### src/rtl/axil_pkg.sv
// Shared definitions for the AXI-Lite job master: response codes, FSM
// state encoding and default register map / job handshake values.
package axil_pkg;

    localparam logic [1:0] RESP_OKAY   = 2'b00;
    localparam logic [1:0] RESP_EXOKAY = 2'b01;
    localparam logic [1:0] RESP_SLVERR = 2'b10;
    localparam logic [1:0] RESP_DECERR = 2'b11;

    localparam logic [31:0] DEF_ADDR_START  = 32'h0000_1000;
    localparam logic [31:0] DEF_ADDR_STATUS = 32'h0000_2000;
    localparam logic [31:0] DEF_START_VALUE = 32'h0000_0001;
    localparam logic [31:0] DEF_DONE_VALUE  = 32'h0000_0002;

    typedef enum logic [2:0] {
        ST_IDLE,
        ST_WR,
        ST_WRESP,
        ST_RD_ADDR,
        ST_RD_DATA,
        ST_GAP
    } job_state_e;

    function automatic logic resp_is_okay(input logic [1:0] resp);
        return resp == RESP_OKAY;
    endfunction

endpackage

### src/rtl/axil_single_beat_wr.sv
// Single-beat AXI-Lite write engine: issues one AW and one W beat that may
// complete in any order, then accepts the B response. All bus outputs are
// registered; b_fire/b_resp expose the response handshake to the owner.
module axil_single_beat_wr #(
    parameter int unsigned          AW      = 32,
    parameter int unsigned          DW      = 32,
    parameter logic [AW-1:0]        WR_ADDR = '0,
    parameter logic [DW-1:0]        WR_DATA = '0
) (
    input  logic            clk,
    input  logic            rst,
    input  logic            start,
    output logic            b_phase,
    output logic            b_fire,
    output logic [1:0]      b_resp,
    output logic [AW-1:0]   m_axil_awaddr,
    output logic            m_axil_awvalid,
    input  logic            m_axil_awready,
    output logic [DW-1:0]   m_axil_wdata,
    output logic [DW/8-1:0] m_axil_wstrb,
    output logic            m_axil_wvalid,
    input  logic            m_axil_wready,
    input  logic [1:0]      m_axil_bresp,
    input  logic            m_axil_bvalid,
    output logic            m_axil_bready
);
    import axil_pkg::*;

    logic          awvalid_q, awvalid_d;
    logic          wvalid_q,  wvalid_d;
    logic          bready_q,  bready_d;
    logic          aw_done_q, aw_done_d;
    logic          w_done_q,  w_done_d;
    logic          active_q,  active_d;
    logic [AW-1:0] awaddr_q,  awaddr_d;
    logic [DW-1:0] wdata_q,   wdata_d;
    logic          aw_fire, w_fire;

    // Next-state: AW and W retire independently; B opens once both have retired.
    always_comb begin
        aw_fire   = awvalid_q & m_axil_awready;
        w_fire    = wvalid_q & m_axil_wready;
        b_fire    = bready_q & m_axil_bvalid;
        awvalid_d = awvalid_q;
        wvalid_d  = wvalid_q;
        bready_d  = bready_q;
        aw_done_d = aw_done_q;
        w_done_d  = w_done_q;
        active_d  = active_q;
        awaddr_d  = awaddr_q;
        wdata_d   = wdata_q;
        if (start) begin
            active_d  = 1'b1;
            awvalid_d = 1'b1;
            wvalid_d  = 1'b1;
            aw_done_d = 1'b0;
            w_done_d  = 1'b0;
            awaddr_d  = WR_ADDR;
            wdata_d   = WR_DATA;
        end else begin
            if (aw_fire) begin
                awvalid_d = 1'b0;
                aw_done_d = 1'b1;
            end
            if (w_fire) begin
                wvalid_d = 1'b0;
                w_done_d = 1'b1;
            end
            // A handshake retiring this cycle counts as done so B opens one cycle sooner.
            if (active_q && (aw_done_q || aw_fire) && (w_done_q || w_fire)) begin
                active_d = 1'b0;
                bready_d = 1'b1;
            end
            if (b_fire) begin
                bready_d = 1'b0;
            end
        end
    end

    // State and bus output registers.
    always_ff @(posedge clk) begin
        if (rst) begin
            awvalid_q <= 1'b0;
            wvalid_q  <= 1'b0;
            bready_q  <= 1'b0;
            aw_done_q <= 1'b0;
            w_done_q  <= 1'b0;
            active_q  <= 1'b0;
            awaddr_q  <= '0;
            wdata_q   <= '0;
        end else begin
            awvalid_q <= awvalid_d;
            wvalid_q  <= wvalid_d;
            bready_q  <= bready_d;
            aw_done_q <= aw_done_d;
            w_done_q  <= w_done_d;
            active_q  <= active_d;
            awaddr_q  <= awaddr_d;
            wdata_q   <= wdata_d;
        end
    end

    assign b_phase        = bready_q;
    assign b_resp         = m_axil_bresp;
    assign m_axil_awaddr  = awaddr_q;
    assign m_axil_awvalid = awvalid_q;
    assign m_axil_wdata   = wdata_q;
    assign m_axil_wstrb   = '1;
    assign m_axil_wvalid  = wvalid_q;
    assign m_axil_bready  = bready_q;

endmodule

### src/rtl/axil_job_master.sv
// AXI-Lite job master: writes START_VALUE to ADDR_START, then polls
// ADDR_STATUS until it reads DONE_VALUE, reporting job_done / job_error.
// Optional: define AXIL_POLL_TIMEOUT_EN to bound polling to MAX_POLLS reads.
module axil_job_master #(
    parameter int unsigned           AXIL_AW     = 32,
    parameter int unsigned           AXIL_DW     = 32,
    parameter logic [AXIL_AW-1:0]    ADDR_START  = AXIL_AW'(axil_pkg::DEF_ADDR_START),
    parameter logic [AXIL_AW-1:0]    ADDR_STATUS = AXIL_AW'(axil_pkg::DEF_ADDR_STATUS),
    parameter logic [AXIL_DW-1:0]    START_VALUE = AXIL_DW'(axil_pkg::DEF_START_VALUE),
    parameter logic [AXIL_DW-1:0]    DONE_VALUE  = AXIL_DW'(axil_pkg::DEF_DONE_VALUE),
    parameter int unsigned           POLL_GAP    = 4
`ifdef AXIL_POLL_TIMEOUT_EN
    ,
    parameter int unsigned           MAX_POLLS   = 1024
`endif
) (
    input  logic                 user_clk,
    input  logic                 user_reset,
    input  logic                 job_start,
    output logic                 busy,
    output logic                 job_done,
    output logic                 job_error,
    output logic [AXIL_DW-1:0]   last_status,
    output logic [AXIL_AW-1:0]   m_axil_awaddr,
    output logic                 m_axil_awvalid,
    input  logic                 m_axil_awready,
    output logic [AXIL_DW-1:0]   m_axil_wdata,
    output logic [AXIL_DW/8-1:0] m_axil_wstrb,
    output logic                 m_axil_wvalid,
    input  logic                 m_axil_wready,
    input  logic [1:0]           m_axil_bresp,
    input  logic                 m_axil_bvalid,
    output logic                 m_axil_bready,
    output logic [AXIL_AW-1:0]   m_axil_araddr,
    output logic                 m_axil_arvalid,
    input  logic                 m_axil_arready,
    input  logic [AXIL_DW-1:0]   m_axil_rdata,
    input  logic [1:0]           m_axil_rresp,
    input  logic                 m_axil_rvalid,
    output logic                 m_axil_rready
);
    import axil_pkg::*;

    job_state_e          state_q, state_d;
    logic                busy_q, busy_d;
    logic                job_done_q, job_done_d;
    logic                job_error_q, job_error_d;
    logic [AXIL_DW-1:0]  last_status_q, last_status_d;
    logic                arvalid_q, arvalid_d;
    logic [AXIL_AW-1:0]  araddr_q, araddr_d;
    logic                rready_q, rready_d;
    logic [31:0]         gap_cnt_q, gap_cnt_d;
`ifdef AXIL_POLL_TIMEOUT_EN
    logic [31:0]         poll_cnt_q, poll_cnt_d;
`endif

    logic                wr_start;
    logic                wr_b_phase;
    logic                wr_b_fire;
    logic [1:0]          wr_b_resp;

    axil_single_beat_wr #(
        .AW      (AXIL_AW),
        .DW      (AXIL_DW),
        .WR_ADDR (ADDR_START),
        .WR_DATA (START_VALUE)
    ) u_wr (
        .clk            (user_clk),
        .rst            (user_reset),
        .start          (wr_start),
        .b_phase        (wr_b_phase),
        .b_fire         (wr_b_fire),
        .b_resp         (wr_b_resp),
        .m_axil_awaddr  (m_axil_awaddr),
        .m_axil_awvalid (m_axil_awvalid),
        .m_axil_awready (m_axil_awready),
        .m_axil_wdata   (m_axil_wdata),
        .m_axil_wstrb   (m_axil_wstrb),
        .m_axil_wvalid  (m_axil_wvalid),
        .m_axil_wready  (m_axil_wready),
        .m_axil_bresp   (m_axil_bresp),
        .m_axil_bvalid  (m_axil_bvalid),
        .m_axil_bready  (m_axil_bready)
    );

    // Job sequencing: start write, status polling with gap, completion pulses.
    always_comb begin
        state_d       = state_q;
        busy_d        = busy_q;
        job_done_d    = 1'b0;
        job_error_d   = 1'b0;
        last_status_d = last_status_q;
        arvalid_d     = arvalid_q;
        araddr_d      = araddr_q;
        rready_d      = rready_q;
        gap_cnt_d     = gap_cnt_q;
        wr_start      = 1'b0;
`ifdef AXIL_POLL_TIMEOUT_EN
        poll_cnt_d    = poll_cnt_q;
`endif
        case (state_q)
            ST_IDLE: begin
                if (job_start) begin
                    wr_start = 1'b1;
                    busy_d   = 1'b1;
                    state_d  = ST_WR;
`ifdef AXIL_POLL_TIMEOUT_EN
                    poll_cnt_d = '0;
`endif
                end
            end
            // B can fire before the FSM has moved to WRESP, so both states accept it.
            ST_WR, ST_WRESP: begin
                if (wr_b_fire) begin
                    if (resp_is_okay(wr_b_resp)) begin
                        state_d   = ST_RD_ADDR;
                        arvalid_d = 1'b1;
                        araddr_d  = ADDR_STATUS;
                    end else begin
                        job_error_d = 1'b1;
                        busy_d      = 1'b0;
                        state_d     = ST_IDLE;
                    end
                end else if (state_q == ST_WR && wr_b_phase) begin
                    state_d = ST_WRESP;
                end
            end
            ST_RD_ADDR: begin
                if (m_axil_arready) begin
                    arvalid_d = 1'b0;
                    rready_d  = 1'b1;
                    state_d   = ST_RD_DATA;
                end
            end
            ST_RD_DATA: begin
                if (m_axil_rvalid) begin
                    rready_d      = 1'b0;
                    last_status_d = m_axil_rdata;
`ifdef AXIL_POLL_TIMEOUT_EN
                    poll_cnt_d    = poll_cnt_q + 32'd1;
`endif
                    if (!resp_is_okay(m_axil_rresp)) begin
                        job_error_d = 1'b1;
                        busy_d      = 1'b0;
                        state_d     = ST_IDLE;
                    end else if (m_axil_rdata == DONE_VALUE) begin
                        job_done_d = 1'b1;
                        busy_d     = 1'b0;
                        state_d    = ST_IDLE;
                    end
`ifdef AXIL_POLL_TIMEOUT_EN
                    else if (poll_cnt_q == MAX_POLLS - 32'd1) begin
                        job_error_d = 1'b1;
                        busy_d      = 1'b0;
                        state_d     = ST_IDLE;
                    end
`endif
                    else if (POLL_GAP == 0) begin
                        arvalid_d = 1'b1;
                        araddr_d  = ADDR_STATUS;
                        state_d   = ST_RD_ADDR;
                    end else begin
                        gap_cnt_d = '0;
                        state_d   = ST_GAP;
                    end
                end
            end
            ST_GAP: begin
                if (gap_cnt_q == POLL_GAP - 32'd1) begin
                    arvalid_d = 1'b1;
                    araddr_d  = ADDR_STATUS;
                    state_d   = ST_RD_ADDR;
                end else begin
                    gap_cnt_d = gap_cnt_q + 32'd1;
                end
            end
            default: begin
                state_d = ST_IDLE;
            end
        endcase
    end

    // FSM state and registered outputs.
    always_ff @(posedge user_clk) begin
        if (user_reset) begin
            state_q       <= ST_IDLE;
            busy_q        <= 1'b0;
            job_done_q    <= 1'b0;
            job_error_q   <= 1'b0;
            last_status_q <= '0;
            arvalid_q     <= 1'b0;
            araddr_q      <= '0;
            rready_q      <= 1'b0;
            gap_cnt_q     <= '0;
`ifdef AXIL_POLL_TIMEOUT_EN
            poll_cnt_q    <= '0;
`endif
        end else begin
            state_q       <= state_d;
            busy_q        <= busy_d;
            job_done_q    <= job_done_d;
            job_error_q   <= job_error_d;
            last_status_q <= last_status_d;
            arvalid_q     <= arvalid_d;
            araddr_q      <= araddr_d;
            rready_q      <= rready_d;
            gap_cnt_q     <= gap_cnt_d;
`ifdef AXIL_POLL_TIMEOUT_EN
            poll_cnt_q    <= poll_cnt_d;
`endif
        end
    end

    assign busy           = busy_q;
    assign job_done       = job_done_q;
    assign job_error      = job_error_q;
    assign last_status    = last_status_q;
    assign m_axil_araddr  = araddr_q;
    assign m_axil_arvalid = arvalid_q;
    assign m_axil_rready  = rready_q;

endmodule

### config.mk
export PLATFORM = sky130hd
export DESIGN_NAME = axil_job_master
export DESIGN_NICKNAME = d
export VERILOG_FILES = /design/src/rtl/axil_pkg.sv /design/src/rtl/axil_single_beat_wr.sv /design/src/rtl/axil_job_master.sv
export SDC_FILE = /design/constraint.sdc
export NUM_CORES = 1
export LEC_CHECK = 0
export CAP_MARGIN = 40
export CORE_MARGIN = 3
export CORE_UTILIZATION = 47
export CTS_CLUSTER_SIZE = 40
export DETAILED_ROUTE_END_ITERATION = 10
export PLACE_DENSITY = 0.86
export SYNTH_ARGS = -nofsm -noshare
export SYNTH_HDL_FRONTEND = slang
export SYNTH_HIERARCHICAL = 1
export SYNTH_SLANG_ARGS = --single-unit
### constraint.sdc
create_clock -name user_clk -period 6.2 [get_ports user_clk]
set_clock_uncertainty 0.2 [all_clocks]
set_input_delay 1.55 -clock user_clk [delete_from_list [all_inputs] [get_ports user_clk]]
set_output_delay 1.55 -clock user_clk [all_outputs]
set_load 0.05 [all_outputs]
==> qor.yml, run 1 <==
cts-root-buf: "clkbuf_8"
period_needed_ps: 4217
cts_tree: "built"
cp_cell_sequence: "clkdlybuf4s50_1, nor4_1, nand4_1, o211ai_4, nand2_4, or4_1, nand2_1"
grt_pass1_wl_um: 16500
yosys-top-cells-count: "buf_4 (102), nand2_1 (84), dfxtp_1 (80), a21oi_1 (64), nor2_1 (37)"
die-area_um2: 10810
arrival_ps: 4310
ys.flop_type: "dfxtp_1"
drt_iter0_drc: 301
cts.clk_slew.worst_paths_ps: 80
timing.fmax_mhz: 237.2
hold_end: "last_status[29]"
wirelength_um: 9857
tightest_slew_ps: 859.2
clk_latency_ps: 360
cts.sinks: 80
r2r_slack_ps: 3150
drive_above_1_share: 0.07109
hold_class: "flip-flop to flip-flop"
synth_edf_count: 0
critical_path.slowest_cell: "o211ai_4"
hold_path_depth: 2
critical_path_class: "primary input to flip-flop"
port_buffers: 86
power.leakage_nw: 1.859
place_congestion: 0.8362
grt.total_usage: 0.1795
diodes: 0
power_density_nw_per_um2: 234.5
final_util: 0.5582
grt_start_max_net_pins: 56
yosys.cell_types.count: 60
globalRouteOverflowTotal: 0
setup_violations: 0
post_cts_buffers: 0
cts-buffers-inserted: 9
min_period_over_period: 0.6801
ys_warn_count: 6
rows: 35
hold_viol: 0
post-synth-top-count-cell: "buf_4"
startpoint_type: "primary input"
htree_levels: 3
hp-start: "last_status[29]"
rsz0062_at_grt: "no"
first_pass_iters: 5
max_stage_delay_ps: 710
coreArea_um2: 9284
setup_tns_ps: 0
dpl.hpwl_um: 7181
end_kind: "flip-flop"
critPathMaxFanout: 27
drv_cap: 0
vias_per_cell: 4.976
synth_top_area_cell: "dfxtp_1"
nets: 674
cp.required_ps: 6300
cts.repair.resized: 0
dr_total_vias: 3792
ant_nets: 0
synth_cells: 562
grt_antenna_before_repair: 0
maxSlewViolCount: 0
postCtsHoldBufs: 0
ys_seq_area_frac: 0.3549
die_h_um: 104.0
mappedNetlistArea_um2: 4513
yosys_register_bits: 80
cts_max_path_buffers: 2
wl_per_cell_um: 12.94
syn_area_per_cell_um2: 8.030
synthDominantCellAreaShare: 0.3549
drc: 0
initial_core_util: 0.4861
grt_pass1_vias: 3567
io_pins: 184
async_flop_share: 0
status: "completed"
slew_headroom: 0.4260
ys_top_cells_by_area: "dfxtp_1 (35%), buf_4 (17%), a21oi_1 (7.1%)"
rr_worst_depth: 6
rr_endpoint: "gap_cnt_q[31]"
die_w_um: 104.0
peakVddDrop_mv: 0.1202
syn_to_final_growth_pct: 14.83
r2r-start: "state_q[0]"
==> per-stage QoR <==
stage | instances | cell area (µm²) | total power [mW] | worst slack [ps] | hold WS (ps)
after global routing | 762 | 5182 | 1.264 | 1790 | 268.1
after global placement | 747 | 5011 | 0.8805 | 1606 | 242.7
after detailed placement | 747 | 5011 | 0.8850 | 1671 | 246.2
final | 762 | 5182 | 1.216 | 1983 | 253.5
after floorplan | 656 | 4866 | 0.8672 | 2903 | 253.6
after CTS | 762 | 5182 | 1.220 | 2017 | 256.9
==> logic make-up after synthesis <==
kind of cell,after synthesis,synth area share
adders and majority gates,1,0.002772
xor gates and xnor gates,22,0.04270
AOI/OAI and AO/OA,111,0.1561
and+or+nand+nor,205,0.2312
other,3,0.002495
buffers and inverters,140,0.2099
DFF,80,0.3549
==> worst max-delay path by stage <==
stage                startpoint       endpoint  slack, ps  cells after the start
2_1_floorplan  m_axil_rdata[30]  gap_cnt_q[21]       2900                      6
3_3_place_gp   m_axil_rdata[30]  gap_cnt_q[21]       1610                      7
3_5_place_dp    m_axil_rdata[7]  gap_cnt_q[21]       1670                      7
4_1_cts         m_axil_rdata[7]  gap_cnt_q[29]       2020                      7
5_1_grt         m_axil_rdata[7]  gap_cnt_q[21]       1790                      7
6_report        m_axil_rdata[7]  gap_cnt_q[21]       1980                      7
==> layout by cell type (no fill, tap or decap), drive strengths merged, types with 12 or more instances in the layout <==
master,count
nand2,85
nor2,38
conb,97
a21oi,66
xnor2,21
nand3,16
o21ai,12
inv,12
dfxtp,80
nor4,16
nand4,12
clkdlybuf4s50,85
==> critical path: cells and delay by family <==
family | cells | cell delay, ps
buf+inv | 1 | 420
compound gates | 1 | 710
simple gates | 5 | 1620
==> metal layers <==
metal,track usage,routed length [µm]
met1,0.2056,4007
met5,0,0
met2,0.3208,5073
met4,0.07312,134
met3,0.04159,641
==> layout make-up <==
| class | count | area [µm²] |
|---|---|---|
| fill | 803 | 4101 |
| clock buffer | 10 | 137.6 |
| sequential | 80 | 1602 |
| inverter | 12 | 45.04 |
| multi-input combinational | 436 | 2317 |
| clock inverter | 5 | 33.78 |
| tap | 129 | 161.4 |
| timing repair buffer | 90 | 885.9 |
==> where the power goes <==
part           internal (mW)  total (mW)  switching, mW
combinational         0.0772       0.319          0.242
sequential             0.532       0.558         0.0261
clock                  0.153       0.339          0.186
total                  0.762        1.22          0.454
Power figures use the tool's default switching activity.
==> inputs of run 2 (changes only) <==
Settings changed: CORE_UTILIZATION 47 to 44, PLACE_DENSITY 0.86 to 0.82.
Clock period 6.2 ns to 4.15 ns, I/O delays scaled along.
==> run 2 against run 1 <==
  * Sequential share of layout area down 0.27 points
  * Global-route usage down 0.85 points
  * Non-clock buffer count up 1
  * Count of clock-buffer cells in the layout grew 1
  * First-iteration DRC count down 4.7%
  * Flip-flop and latch count stayed put
  * Final cell count increased by 0.79%
  * Critical path depth did not move
  * Combinational power grew 51%
  * Power rose by 57%
  * Worst setup slack got worse by 980 ps
  * Utilization decreased by 2.8 points
  * Critical endpoint is now gap_cnt_q[29]
  * Largest cell class unchanged
==> qor.yml, run 2 (synthesis results as in run 1) <==
status: "completed"
final_common_cell: "conb_1"
maxSlewViolCount: 0
hold_end: "last_status[31]"
initial_core_util: 0.4575
arrival_ps: 3240
drv_cap: 0
cts.repair.resized: 0
io_pins: 184
peakVddDrop_mv: 0.2011
hold_path_depth: 2
coreArea_um2: 9864
dpl-instance-area_um2: 5024
cts-buffers-inserted: 9
p_seq_frac: 0.437
critical_path.slowest_cell: "or4_1"
cp-startpoint: "m_axil_rdata[30]"
grt_start_max_net_pins: 55
clock_power_share: 0.312
final_cell_mix: "conb_1 (97), clkdlybuf4s50_1 (85), nand2_1 (84), dfxtp_1 (80), a21oi_1 (64)"
critPathMaxFanout: 26
place_congestion: 0.8557
drc: 0
rr_endpoint: "gap_cnt_q[19]"
combPwrFrac: 0.252
cts-root-buf: "clkbuf_8"
slew_headroom: 0.5811
rows: 36
postCtsHoldBufs: 0
clk_latency_ps: 350
ant_nets: 0
startpoint_type: "primary input"
htree_levels: 3
cts.sinks: 80
wirelength_um: 10200
timing.fmax_mhz: 317.8
grt.total_usage: 0.1710
critical_path_class: "primary input to flip-flop"
grt_pass1_vias: 3541
hold_viol: 0
p_total_mw: 1.909
switchingPower_mw: 0.7002
die_w_um: 107.3
port_buffers: 86
cts_max_path_buffers: 2
swShare: 0.3668
cp.required_ps: 4240
cp_cell_sequence: "clkdlybuf4s50_1, nor4b_1, nand4_1, o211ai_4, nand2_4, or4_1, nand2_1"
period_needed_ps: 3147
cts_tree: "built"
power_density_nw_per_um2: 365.2
drive_above_1_share: 0.07244
die-area_um2: 11510
r2r_slack_ps: 1310
hold_class: "flip-flop to flip-flop"
syn_to_final_growth_pct: 15.83
r2r-start: "state_q[0]"
vias_per_cell: 4.987
fillers: 894
end_kind: "flip-flop"
setup_tns_ps: 0
wl_per_cell_um: 13.28
rsz0062_at_grt: "no"
max_stage_delay_ps: 560
power.internal_mw: 1.209
grt_antenna_before_repair: 0
globalRouteOverflowTotal: 0
tightest_slew_ps: 626.6
setup_violations: 0
nets: 675
hp-start: "last_status[31]"
cts.clk_slew.worst_paths_ps: 80
dr_total_vias: 3830
die_h_um: 107.3
grt_pass1_wl_um: 16350
pre_cts_slack_ps: 632.9
rr_worst_depth: 6
diodes: 0
layout_setup_ws_ps: 1003
min_period_over_period: 0.7583
dpl.hpwl_um: 7569
drt_iter0_drc: 287
fin_area_um2: 5228
first_pass_iters: 5
power.leakage_nw: 1.875
post_cts_buffers: 0
==> run 2: changes by cell type in the layout (fill, tap and decap cells not counted) <==
| cell | change |
|---|---|
| inv_6 | +2 |
| clkinv_2 | -2 |
| bufinv_16 | +1 |
| clkbuf_1 | +1 |
| buf_4 | +1 |
| clkinv_4 | -1 |
==> run 2: metrics by stage <==
stage	util	cells	hold WS, ps
2_1_floorplan	-	656	253.6
3_3_place_gp	0.5093	752	241.3
3_5_place_dp	0.5093	752	248.6
4_1_cts	0.5299	768	261.0
5_1_grt	0.5299	768	281.4
6_report	0.5299	768	257.4
==> run 2: final cells by class <==
class                      count  area (µm²)  share of cell area
multi-input combinational    436        2317              0.4433
tap                          133       166.4             0.03183
inverter                      12       45.04            0.008617
clock buffer                  11       141.4             0.02705
timing repair buffer          91       893.4              0.1709
clock inverter                 5       62.56             0.01197
sequential                    80        1602              0.3064
==> run 2: worst max-delay path, delay by kind of cell <==
kind                   cells  cell delay (ps)
AND/OR/NAND/NOR            5             1470
buffers and inverters      1              430
AO/OA/AOI/OAI              1              300
==> run 2: power by group through the flow <==
stage | Combinational (mW) | Clock [mW] | Sequential (mW)
after floorplan | 0.417 | 0 | 0.879
after global placement | 0.468 | 0 | 0.849
after detailed placement | 0.473 | 0 | 0.851
after CTS | 0.476 | 0.605 | 0.833
after global routing | 0.507 | 0.642 | 0.839
final | 0.481 | 0.595 | 0.834
==> run 2: routing by layer <==
layer	global-route usage	wire length (µm)
met1	0.2015	4185
met2	0.3119	5134
met3	0.03839	751
met4	0.04384	129
met5	0	0
==> run 2: worst max path at each step <==
stage,endpoint
floorplan,gap_cnt_q[21]
global placement,gap_cnt_q[21]
detailed placement,gap_cnt_q[29]
CTS,gap_cnt_q[29]
global route,gap_cnt_q[21]
finish,gap_cnt_q[29]
